[src/rtl/lc3_decode_pkg.sv]
// LC-3 decode stage shared definitions: opcodes, control-field encodings,
// the decode bundle carried through the skid buffer, and the instruction
// decoder itself.
package lc3_decode_pkg;

    localparam int INSTR_W = 16;
    localparam int ADDR_W  = 16;

    typedef enum logic [3:0] {
        OP_BR   = 4'b0000,
        OP_ADD  = 4'b0001,
        OP_LD   = 4'b0010,
        OP_ST   = 4'b0011,
        OP_JSR  = 4'b0100,
        OP_AND  = 4'b0101,
        OP_LDR  = 4'b0110,
        OP_STR  = 4'b0111,
        OP_RTI  = 4'b1000,
        OP_NOT  = 4'b1001,
        OP_LDI  = 4'b1010,
        OP_STI  = 4'b1011,
        OP_JMP  = 4'b1100,
        OP_RES  = 4'b1101,
        OP_LEA  = 4'b1110,
        OP_TRAP = 4'b1111
    } opcode_e;

    localparam logic [1:0] ALU_ADD = 2'b00;
    localparam logic [1:0] ALU_AND = 2'b01;
    localparam logic [1:0] ALU_NOT = 2'b10;

    localparam logic [1:0] PCSEL1_NONE = 2'b00;
    localparam logic [1:0] PCSEL1_OFF6 = 2'b01;
    localparam logic [1:0] PCSEL1_OFF9 = 2'b10;

    localparam logic [1:0] WSEL_ALU = 2'b00;
    localparam logic [1:0] WSEL_LEA = 2'b01;
    localparam logic [1:0] WSEL_MEM = 2'b10;

    typedef struct packed {
        logic [INSTR_W-1:0] ir;
        logic [ADDR_W-1:0]  npc;
        logic [5:0]         e_ctl;
        logic [1:0]         w_ctl;
        logic               mem_ctl;
    } decode_bundle_t;

    typedef struct packed {
        logic [5:0] e_ctl;
        logic [1:0] w_ctl;
        logic       mem_ctl;
    } decode_ctl_t;

    // E control layout is {alu_ctl, pcsel1, pcsel2, op2sel}; anything not
    // listed (JSR, RTI, reserved, TRAP) and JMP keep every field at zero.
    function automatic decode_ctl_t decode_instr(input logic [INSTR_W-1:0] ir);
        decode_ctl_t c;
        logic [1:0]  alu;
        logic [1:0]  pcsel1;
        logic        pcsel2;
        logic        op2sel;
        alu       = ALU_ADD;
        pcsel1    = PCSEL1_NONE;
        pcsel2    = 1'b0;
        op2sel    = 1'b0;
        c.w_ctl   = WSEL_ALU;
        c.mem_ctl = 1'b0;
        case (opcode_e'(ir[15:12]))
            OP_ADD: begin alu = ALU_ADD; op2sel = ~ir[5]; end
            OP_AND: begin alu = ALU_AND; op2sel = ~ir[5]; end
            OP_NOT: begin alu = ALU_NOT; op2sel = 1'b1; end
            OP_BR, OP_ST: begin pcsel1 = PCSEL1_OFF9; pcsel2 = 1'b1; end
            OP_LD: begin pcsel1 = PCSEL1_OFF9; pcsel2 = 1'b1; c.w_ctl = WSEL_MEM; end
            OP_LDI: begin
                pcsel1 = PCSEL1_OFF9; pcsel2 = 1'b1;
                c.w_ctl = WSEL_MEM; c.mem_ctl = 1'b1;
            end
            OP_STI: begin pcsel1 = PCSEL1_OFF9; pcsel2 = 1'b1; c.mem_ctl = 1'b1; end
            OP_LEA: begin pcsel1 = PCSEL1_OFF9; pcsel2 = 1'b1; c.w_ctl = WSEL_LEA; end
            OP_LDR: begin pcsel1 = PCSEL1_OFF6; c.w_ctl = WSEL_MEM; end
            OP_STR: begin pcsel1 = PCSEL1_OFF6; end
            default: ;
        endcase
        c.e_ctl = {alu, pcsel1, pcsel2, op2sel};
        return c;
    endfunction

    // Opcodes this stage does not implement.
    function automatic logic is_legal(input logic [3:0] op);
        return !(op == OP_JSR || op == OP_RTI || op == OP_RES || op == OP_TRAP);
    endfunction

endpackage

[src/rtl/lc3_skid_buffer.sv]
// Two-entry valid/ready buffer for decode bundles. The head register drives
// the outputs directly; the skid register catches the one extra item that can
// arrive while the consumer is stalled, so nothing is ever dropped.
module lc3_skid_buffer
    import lc3_decode_pkg::*;
(
    input  logic           clock,
    input  logic           reset,
    input  logic           flush_i,
    input  logic           in_valid_i,
    output logic           in_ready_o,
    input  decode_bundle_t in_data_i,
    output logic           out_valid_o,
    input  logic           out_ready_i,
    output decode_bundle_t out_data_o
);

    typedef enum logic [1:0] {EMPTY, ONE, FULL} state_e;

    state_e         state_q, state_d;
    decode_bundle_t head_q, head_d;
    decode_bundle_t skid_q, skid_d;
    logic           accept;
    logic           pop;

    assign in_ready_o  = (state_q != FULL);
    assign out_valid_o = (state_q != EMPTY);
    assign out_data_o  = head_q;
    assign accept      = in_valid_i & in_ready_o;
    assign pop         = out_valid_o & out_ready_i;

    // Occupancy transitions; flush empties the buffer but leaves data alone.
    always_comb begin
        state_d = state_q;
        head_d  = head_q;
        skid_d  = skid_q;
        if (flush_i) begin
            state_d = EMPTY;
        end else begin
            case (state_q)
                EMPTY: if (accept) begin
                    head_d  = in_data_i;
                    state_d = ONE;
                end
                ONE: begin
                    if (accept && pop) begin
                        head_d = in_data_i;
                    end else if (accept) begin
                        skid_d  = in_data_i;
                        state_d = FULL;
                    end else if (pop) begin
                        state_d = EMPTY;
                    end
                end
                FULL: if (pop) begin
                    head_d  = skid_q;
                    state_d = ONE;
                end
                default: state_d = EMPTY;
            endcase
        end
    end

    // State and payload registers, cleared to an empty all-zero buffer.
    always_ff @(posedge clock or posedge reset) begin
        if (reset) begin
            state_q <= EMPTY;
            head_q  <= '0;
            skid_q  <= '0;
        end else begin
            state_q <= state_d;
            head_q  <= head_d;
            skid_q  <= skid_d;
        end
    end

endmodule

[src/rtl/lc3_decode_stage.sv]
// LC-3 pipeline decode stage: decodes the fetched instruction into execute,
// memory and writeback controls and hands the bundle to execute through a
// valid/ready skid buffer.
// Optional: LC3_DECODE_ILLEGAL_TRAP_EN drops unsupported opcodes after the
// handshake and counts them on illegal_cnt (saturating at 255).
module lc3_decode_stage
    import lc3_decode_pkg::*;
#(
    parameter int IW = 16,
    parameter int AW = 16
) (
    input  logic          clock,
    input  logic          reset,
    input  logic          flush,
    input  logic          in_valid,
    output logic          in_ready,
    input  logic [IW-1:0] instr_dout,
    input  logic [AW-1:0] npc_in,
    output logic          out_valid,
    input  logic          out_ready,
`ifdef LC3_DECODE_ILLEGAL_TRAP_EN
    output logic [7:0]    illegal_cnt,
`endif
    output logic [IW-1:0] ir_out,
    output logic [AW-1:0] npc_out,
    output logic [5:0]    E_control,
    output logic [1:0]    W_control,
    output logic          Mem_control
);

    decode_ctl_t    ctl;
    decode_bundle_t inBundle;
    decode_bundle_t outBundle;
    logic           enqValid;

    // Decode the incoming instruction and pack it with its NPC.
    always_comb begin
        ctl              = decode_instr(instr_dout);
        inBundle.ir      = instr_dout;
        inBundle.npc     = npc_in;
        inBundle.e_ctl   = ctl.e_ctl;
        inBundle.w_ctl   = ctl.w_ctl;
        inBundle.mem_ctl = ctl.mem_ctl;
    end

`ifdef LC3_DECODE_ILLEGAL_TRAP_EN
    logic       legal;
    logic       illegalAccept;
    logic [7:0] illegalCnt_q, illegalCnt_d;

    assign legal         = is_legal(instr_dout[15:12]);
    assign enqValid      = in_valid & legal;
    assign illegalAccept = in_valid & in_ready & ~legal;
    assign illegal_cnt   = illegalCnt_q;

    // Saturating count of consumed-but-dropped unsupported instructions.
    always_comb begin
        illegalCnt_d = illegalCnt_q;
        if (illegalAccept && illegalCnt_q != 8'hFF) begin
            illegalCnt_d = illegalCnt_q + 8'd1;
        end
    end

    // Counter register; flush deliberately does not clear it.
    always_ff @(posedge clock or posedge reset) begin
        if (reset) begin
            illegalCnt_q <= '0;
        end else begin
            illegalCnt_q <= illegalCnt_d;
        end
    end
`else
    assign enqValid = in_valid;
`endif

    lc3_skid_buffer u_skid (
        .clock       (clock),
        .reset       (reset),
        .flush_i     (flush),
        .in_valid_i  (enqValid),
        .in_ready_o  (in_ready),
        .in_data_i   (inBundle),
        .out_valid_o (out_valid),
        .out_ready_i (out_ready),
        .out_data_o  (outBundle)
    );

    assign ir_out      = outBundle.ir;
    assign npc_out     = outBundle.npc;
    assign E_control   = outBundle.e_ctl;
    assign W_control   = outBundle.w_ctl;
    assign Mem_control = outBundle.mem_ctl;

endmodule

[config.mk]
export PLATFORM = sky130hd
export DESIGN_NAME = lc3_decode_stage
export DESIGN_NICKNAME = d
export VERILOG_FILES = /design/src/rtl/lc3_decode_pkg.sv /design/src/rtl/lc3_skid_buffer.sv /design/src/rtl/lc3_decode_stage.sv
export SDC_FILE = /design/constraint.sdc
export NUM_CORES = 1
export LEC_CHECK = 0
export ABC_CLOCK_PERIOD_IN_PS = 8800
export CAP_MARGIN = 20
export CORE_ASPECT_RATIO = 1.75
export CORE_MARGIN = 2
export CORE_UTILIZATION = 35
export DETAILED_ROUTE_END_ITERATION = 8
export PLACE_DENSITY = 0.62
export SLEW_MARGIN = 15
export SYNTH_ARGS = -nofsm -noshare
export SYNTH_HDL_FRONTEND = slang
export SYNTH_HIERARCHICAL = 1
export SYNTH_SLANG_ARGS = --single-unit
[constraint.sdc]
create_clock -name clock -period 8.8 [get_ports clock]
set_clock_uncertainty 0.05 [all_clocks]
set_input_delay 2.64 -clock clock [delete_from_list [all_inputs] [get_ports clock]]
set_output_delay 2.64 -clock clock [all_outputs]
set_load 0.01 [all_outputs]
# ---- After elaboration in Yosys (flattened, before gate mapping)
# Cells that the tools add are included.
dict set report word_totals {
  register_bits 84
  latch_bits 0
  mem_bits_rw 0
  romBits 0
  input_bits 37
  out_inout_bits 43
  elab_cells 66
  memories 0
}
dict set report op_classes {
  add_sub_neg 0
  mul 0
  div_mod_pow 0
  order_cmp 0
  eq_ne 20
  shifts 0
  n_mux 17
  bitwise 5
  reduce_logical 13
}
# operator count
set ops {}
lappend ops {{$mux W41} 3}
lappend ops {{$pmux W41 S3} 1}
lappend ops {{$eq A4 B4 Y1 const B} 4}
lappend ops {{$eq A4 B3 Y1 const B} 3}
lappend ops {{$mux W2} 6}
lappend ops {{$pmux W2 S2} 3}
lappend ops {{$eq A4 B2 Y1 const B} 2}
lappend ops {{$reduce_and A4 Y1} 2}
lappend ops {{$ne A2 B1 Y1 const B} 3}
lappend ops {{$ne A3 B2 Y1 const B} 2}
lappend ops {{$pmux W2 S3} 1}
lappend ops {{$reduce_or A2 Y1} 3}
lappend ops {{$reduce_or A6 Y1} 1}
lappend ops {{$reduce_and A5 Y1} 1}
lappend ops {{$eq A4 B1 Y1 const B} 1}
lappend ops {{$logic_not A4 Y1} 1}
lappend ops {{$ne A4 B2 Y1 const B} 1}
lappend ops {{$ne A3 B3 Y1 const B} 1}
lappend ops {{$not A1 Y1} 3}
lappend ops {{$reduce_bool A3 Y1} 1}
lappend ops {{$reduce_or A3 Y1} 1}
lappend ops {{$and A1 B1 Y1} 2}
lappend ops {{$eq A2 B1 Y1 const B} 1}
lappend ops {{$eq A2 B2 Y1 const B} 1}
lappend ops {{other kinds (6)} 7}

# ---- Depth between registers and ports, before layout
dict set report logic_depth {
  ltp_word 7
  mapped_depth 5
  ltp_nobuf 4
}

# ---- Cells and area by module
# Netlist, hierarchy kept.
# mod instances cells_each area_per_inst_um2 seq_area_each_um2
set by_module_without_submodules {}
lappend by_module_without_submodules {lc3_skid_buffer 1 234 3877.5 2102.0}
lappend by_module_without_submodules {lc3_decode_stage 1 15 105.1 0.0}

# ---- Worst setup path before layout
# No wires, ideal clock.
dict set report synth_timing {
  path_kind {input-to-reg}
  startpoint {input out_ready}
  endpoint {register u_skid.head_q, in the netlist u_skid/out_data_o[0]}
  setup_ps 125
  arrival_time_ps 3679
  t_required_ps 8625
  path_slack_ps 4946
  stages 4
  path_buffers 1
  cell_sequence {mux2i_1 -> o31ai_4 -> buf_12 -> mux2_4}
}
dict set report synth_between {
  elab_chain_len 4
  word_cells_on_any_way 5
  cone_classes {eq/ne: 2; bitwise: 1; reduce/logical: 2}
}
# item line_no
set synth_rtl {}
lappend synth_rtl {{start: declaration} lc3_decode_stage.sv:20} ;# input logic out_ready,
lappend synth_rtl {{$and A1 B1 Y1 *} lc3_skid_buffer.sv:30} ;# assign pop = out_valid_o & out_ready_i;
lappend synth_rtl {{$logic_and A1 B1 Y1} lc3_skid_buffer.sv:46} ;# if (accept && pop) begin
lappend synth_rtl {{$ne A2 B1 Y1 (no line)} --}
lappend synth_rtl {{$reduce_and A5 Y1 (no line) *} --}
lappend synth_rtl {{end signal: assignment} lc3_skid_buffer.sv:68} ;# head_q <= '0;
lappend synth_rtl {{end signal: assignment} lc3_skid_buffer.sv:72} ;# head_q <= head_d;
lappend synth_rtl {{end: declaration} lc3_skid_buffer.sv:21} ;# decode_bundle_t head_q, head_d;
# Mark *: on every way between the ends. The rest lies on a longest branch, timed or not.
# A chain may end at the register's enable or synchronous reset.

# ---- Worst setup path after layout
dict set report layout_timing {
  startpoint {input out_ready}
  endpoint {register u_skid.head_q, in the netlist u_skid/out_data_o[24]}
}
# The elaborated chain is that of the path after synthesis.

==> metrics list <==
* Final net count: 368
- TritonCTS created 9 clock buffers.
* Type of element capturing the critical path: flip-flop
- At the later pin of the worst-skew pair, clock insertion delay measures 0.33 ns.
- Post-synth net total: 286
* Highest ir drop seen on vdd: 0.000112 V
* Row count: 51
- After detailed placement, the design holds a cell count of 452.
- Total grt overflow: 0
* Clock Sinks: 84
* Die Outline Area: 12,300 µm²
- In this run the remaining antenna-violating nets after routing total 0.
- Areal power density over the cells: 236 nW/µm²
* Post-synthesis average cell area: 16.0 µm²
* Post-synthesis cell count: 249
- Total length of routed wires: 7880 µm
- Mean number of vias per cell: 4.91
- Non-Filler Instances: 468
- Post-cts repair resize count: 0
- Final max-slew violation count: 0
* First-pass DRT Iterations: 2
* Vertical die dimension: 145 µm
- Overall power consumption: 1.23 mW
- The first global-routing pass estimated 13,200 µm of wire.
- Relative slew margins: 49.3%
- After clock tree synthesis, the clock-pin slew on the worst setup and hold paths is 0.06 ns.
- Data arrival time of the worst path: 4.91 ns
- Worst-path fanout max: 26
* Initial DRC count: 56
* Port-buffer cells: 79
* Sum of negative setup slack: 0 ns
- Kind of start point of the critical path: input pin
- Fraction of layout cells with a size suffix above 1: 45.5%
- For this run, design rule violations remaining after detail routing come to 0.
- Counting I/O delays and the setup requirement, the final critical path takes 4.74 ns.
- Crit-path max cell delay: 0.58 ns
* Commonest non-fill, non-tap cell in the layout: dfrtp_1
* Required time reported for the critical path endpoint: 8.97 ns
- 80 I/O pins were placed.
* Initial antenna violation count: 0
- DP Area: 4880 µm²
- Final setup violation count: 0
* Initial Util: 35.9%
- Entering global routing, the biggest net connects 85 pins.
* Gate family responsible for the most delay along the worst path: buffers and inverters
- Setup repair after global routing left no endpoint under its margin.
- Number of fill cells: 1,019
* Seq. cell area: 2100 µm²
- Hpwl dp: 5160 µm
- Netlist cell types: 24
- Number of setup buffers added after CTS: 0
* Timing-limited maximum frequency: 0.211 GHz
* Clock tree from TritonCTS: done
- The H-tree was split into 3 levels.
- Routed wire per std cell: 16.8 µm
- Cell breakdown of the critical path: clkdlybuf4s50_1, mux2i_1, o31ai_4, buf_4, mux2_2
- Sequential element share of the synthesized area: 52.8%
- The hold violation count in the final report was 0.
- Number of buffers inserted for hold repair after clock tree synthesis: 0
* Last weighted congestion value of the routability-driven placer: 0.716
- Share of the cycle needed by the critical path after routing: 53.8%
- Yosys reg bits: 84
* Clock root buffer master: clkbuf_16
* Synth warn: 6
* Count of maximum capacitance violations: 0
* Longest Clk Path Bufs: 2
- ANT cells: 0
* Outcome: completed
* Global routing usage summed across all routing layers: 13.9%
- The critical path is of the input pin to flip-flop type.
* Summed area of non-filler cells in the final layout: 5240 µm²
- Highest-delay cell along the critical path: clkdlybuf4s50_1
- Width of the chip: 84.6 µm
- Netlist area before placement: 3980 µm²
- Area used by multi-input combinational logic: 1750 µm²
- Leak pwr: 2.30 nW
- The region available for standard cell placement spans 11,100 µm².
- Compared with the post-synthesis result, the final layout area differs by 31.6%.
- The tightest min-delay check is of the flip-flop to flip-flop type.
- At the pin with the least slew margin, the transition time is 0.761 ns.
* Vias after detailed routing: 2,299
* Worst Path Buf+Inv: 2
* Number of global-route vias before repair: 2,512
- The library cells used most frequently in the layout, excluding fill and tap cells, are 84 x dfrtp_1, 83 x mux2_2, 79 x clkdlybuf4s50_1.
-- flip-flops by register name, summed over array words and instances (netlist names) --
name and flops:
u_skid/out_data_o 41, u_skid/skid_q 41, u_skid/state_q 2
-- report_power, final --
part	internal [mW]	switching, mW
clock network	0.294	0.150
logic	0.183	0.0886
registers	0.473	0.0457
-- logic make-up (layout without fill, tap and decap cells) --
logic type	Yosys count	count (layout)	share of synthesized area (%)
multiplexers	124	124	38.8
flip-flops	84	84	52.8
AND/OR/NAND/NOR	20	20	3.55
buffers and inverters	15	102	3.33
AO/OA/AOI/OAI	6	6	1.54
-- layout make-up --
class                      count  area share [%]
clock buffer                  11            4.82
tap                          132            3.15
multi-input combinational    150            33.5
timing repair buffer          84            16.3
clock inverter                 5            2.03
sequential                    84            40.1
inverter                       2           0.167
-- worst reg2reg max path, stage by stage, from the launching register on --
cell and delay (ns):
dfrtp_1 0.45, mux2i_1 0.20, o31ai_4 0.55, buf_4 0.57, mux2_2 0.39
-- routing by layer --
layer	share of wire [%]	global-route usage [%]
met1	42	17.2
met4	2.2	6.43
met2	53	22.6
met5	0	0
met3	3.5	3.19
-- metrics by stage --
step	util [%]	hold slack (ns)	setup WS, ns
after floorplan	-	0.425	3.94
after global placement	43.6	0.432	3.28
after detailed placement	43.9	0.440	3.67
after CTS	47.2	0.454	4.02
after global routing	47.2	0.466	3.93
final	47.2	0.453	4.06
-- worst paths after layout --
| kind | start | to | slack, ns | depth (start not counted) |
|---|---|---|---|---|
| max | out_ready | u_skid/out_data_o[24] | 4.06 | 5 |
| min | u_skid/skid_q[11] | u_skid/skid_q[11] | 0.45 | 1 |
| max reg2reg | u_skid/state_q[1] | u_skid/out_data_o[24] | 6.48 | 4 |
| min reg2reg | u_skid/skid_q[11] | u_skid/skid_q[11] | 0.45 | 1 |
| max in group asynchronous | reset | u_skid/out_data_o[6] | 5.38 | 3 |
| min in group asynchronous | reset | u_skid/out_data_o[21] | 2.78 | 3 |
-- cells in the mapped netlist --
master	count	share of area, %
or3b_2	1	0.22
o31ai_4	1	0.53
o32ai_1	2	0.44
nand2_1	3	0.28
inv_1	2	0.19
mux2i_1	1	0.25
nor3_1	1	0.13
nand4bb_2	1	0.41
and2_1	1	0.16
a21oi_1	1	0.13
nand2b_1	2	0.31
buf_2	9	1.1
nor2b_4	1	0.35
nor2_1	1	0.094
mux2_4	40	15
nor3b_1	4	0.75
o31ai_1	1	0.19
mux2_2	83	23
dfrtp_1	84	53
buf_12	4	2.0
nor4b_1	1	0.22
or2_2	1	0.16
o21ba_2	1	0.25
nor2b_1	3	0.47
(Power assumes the default switching activity.)
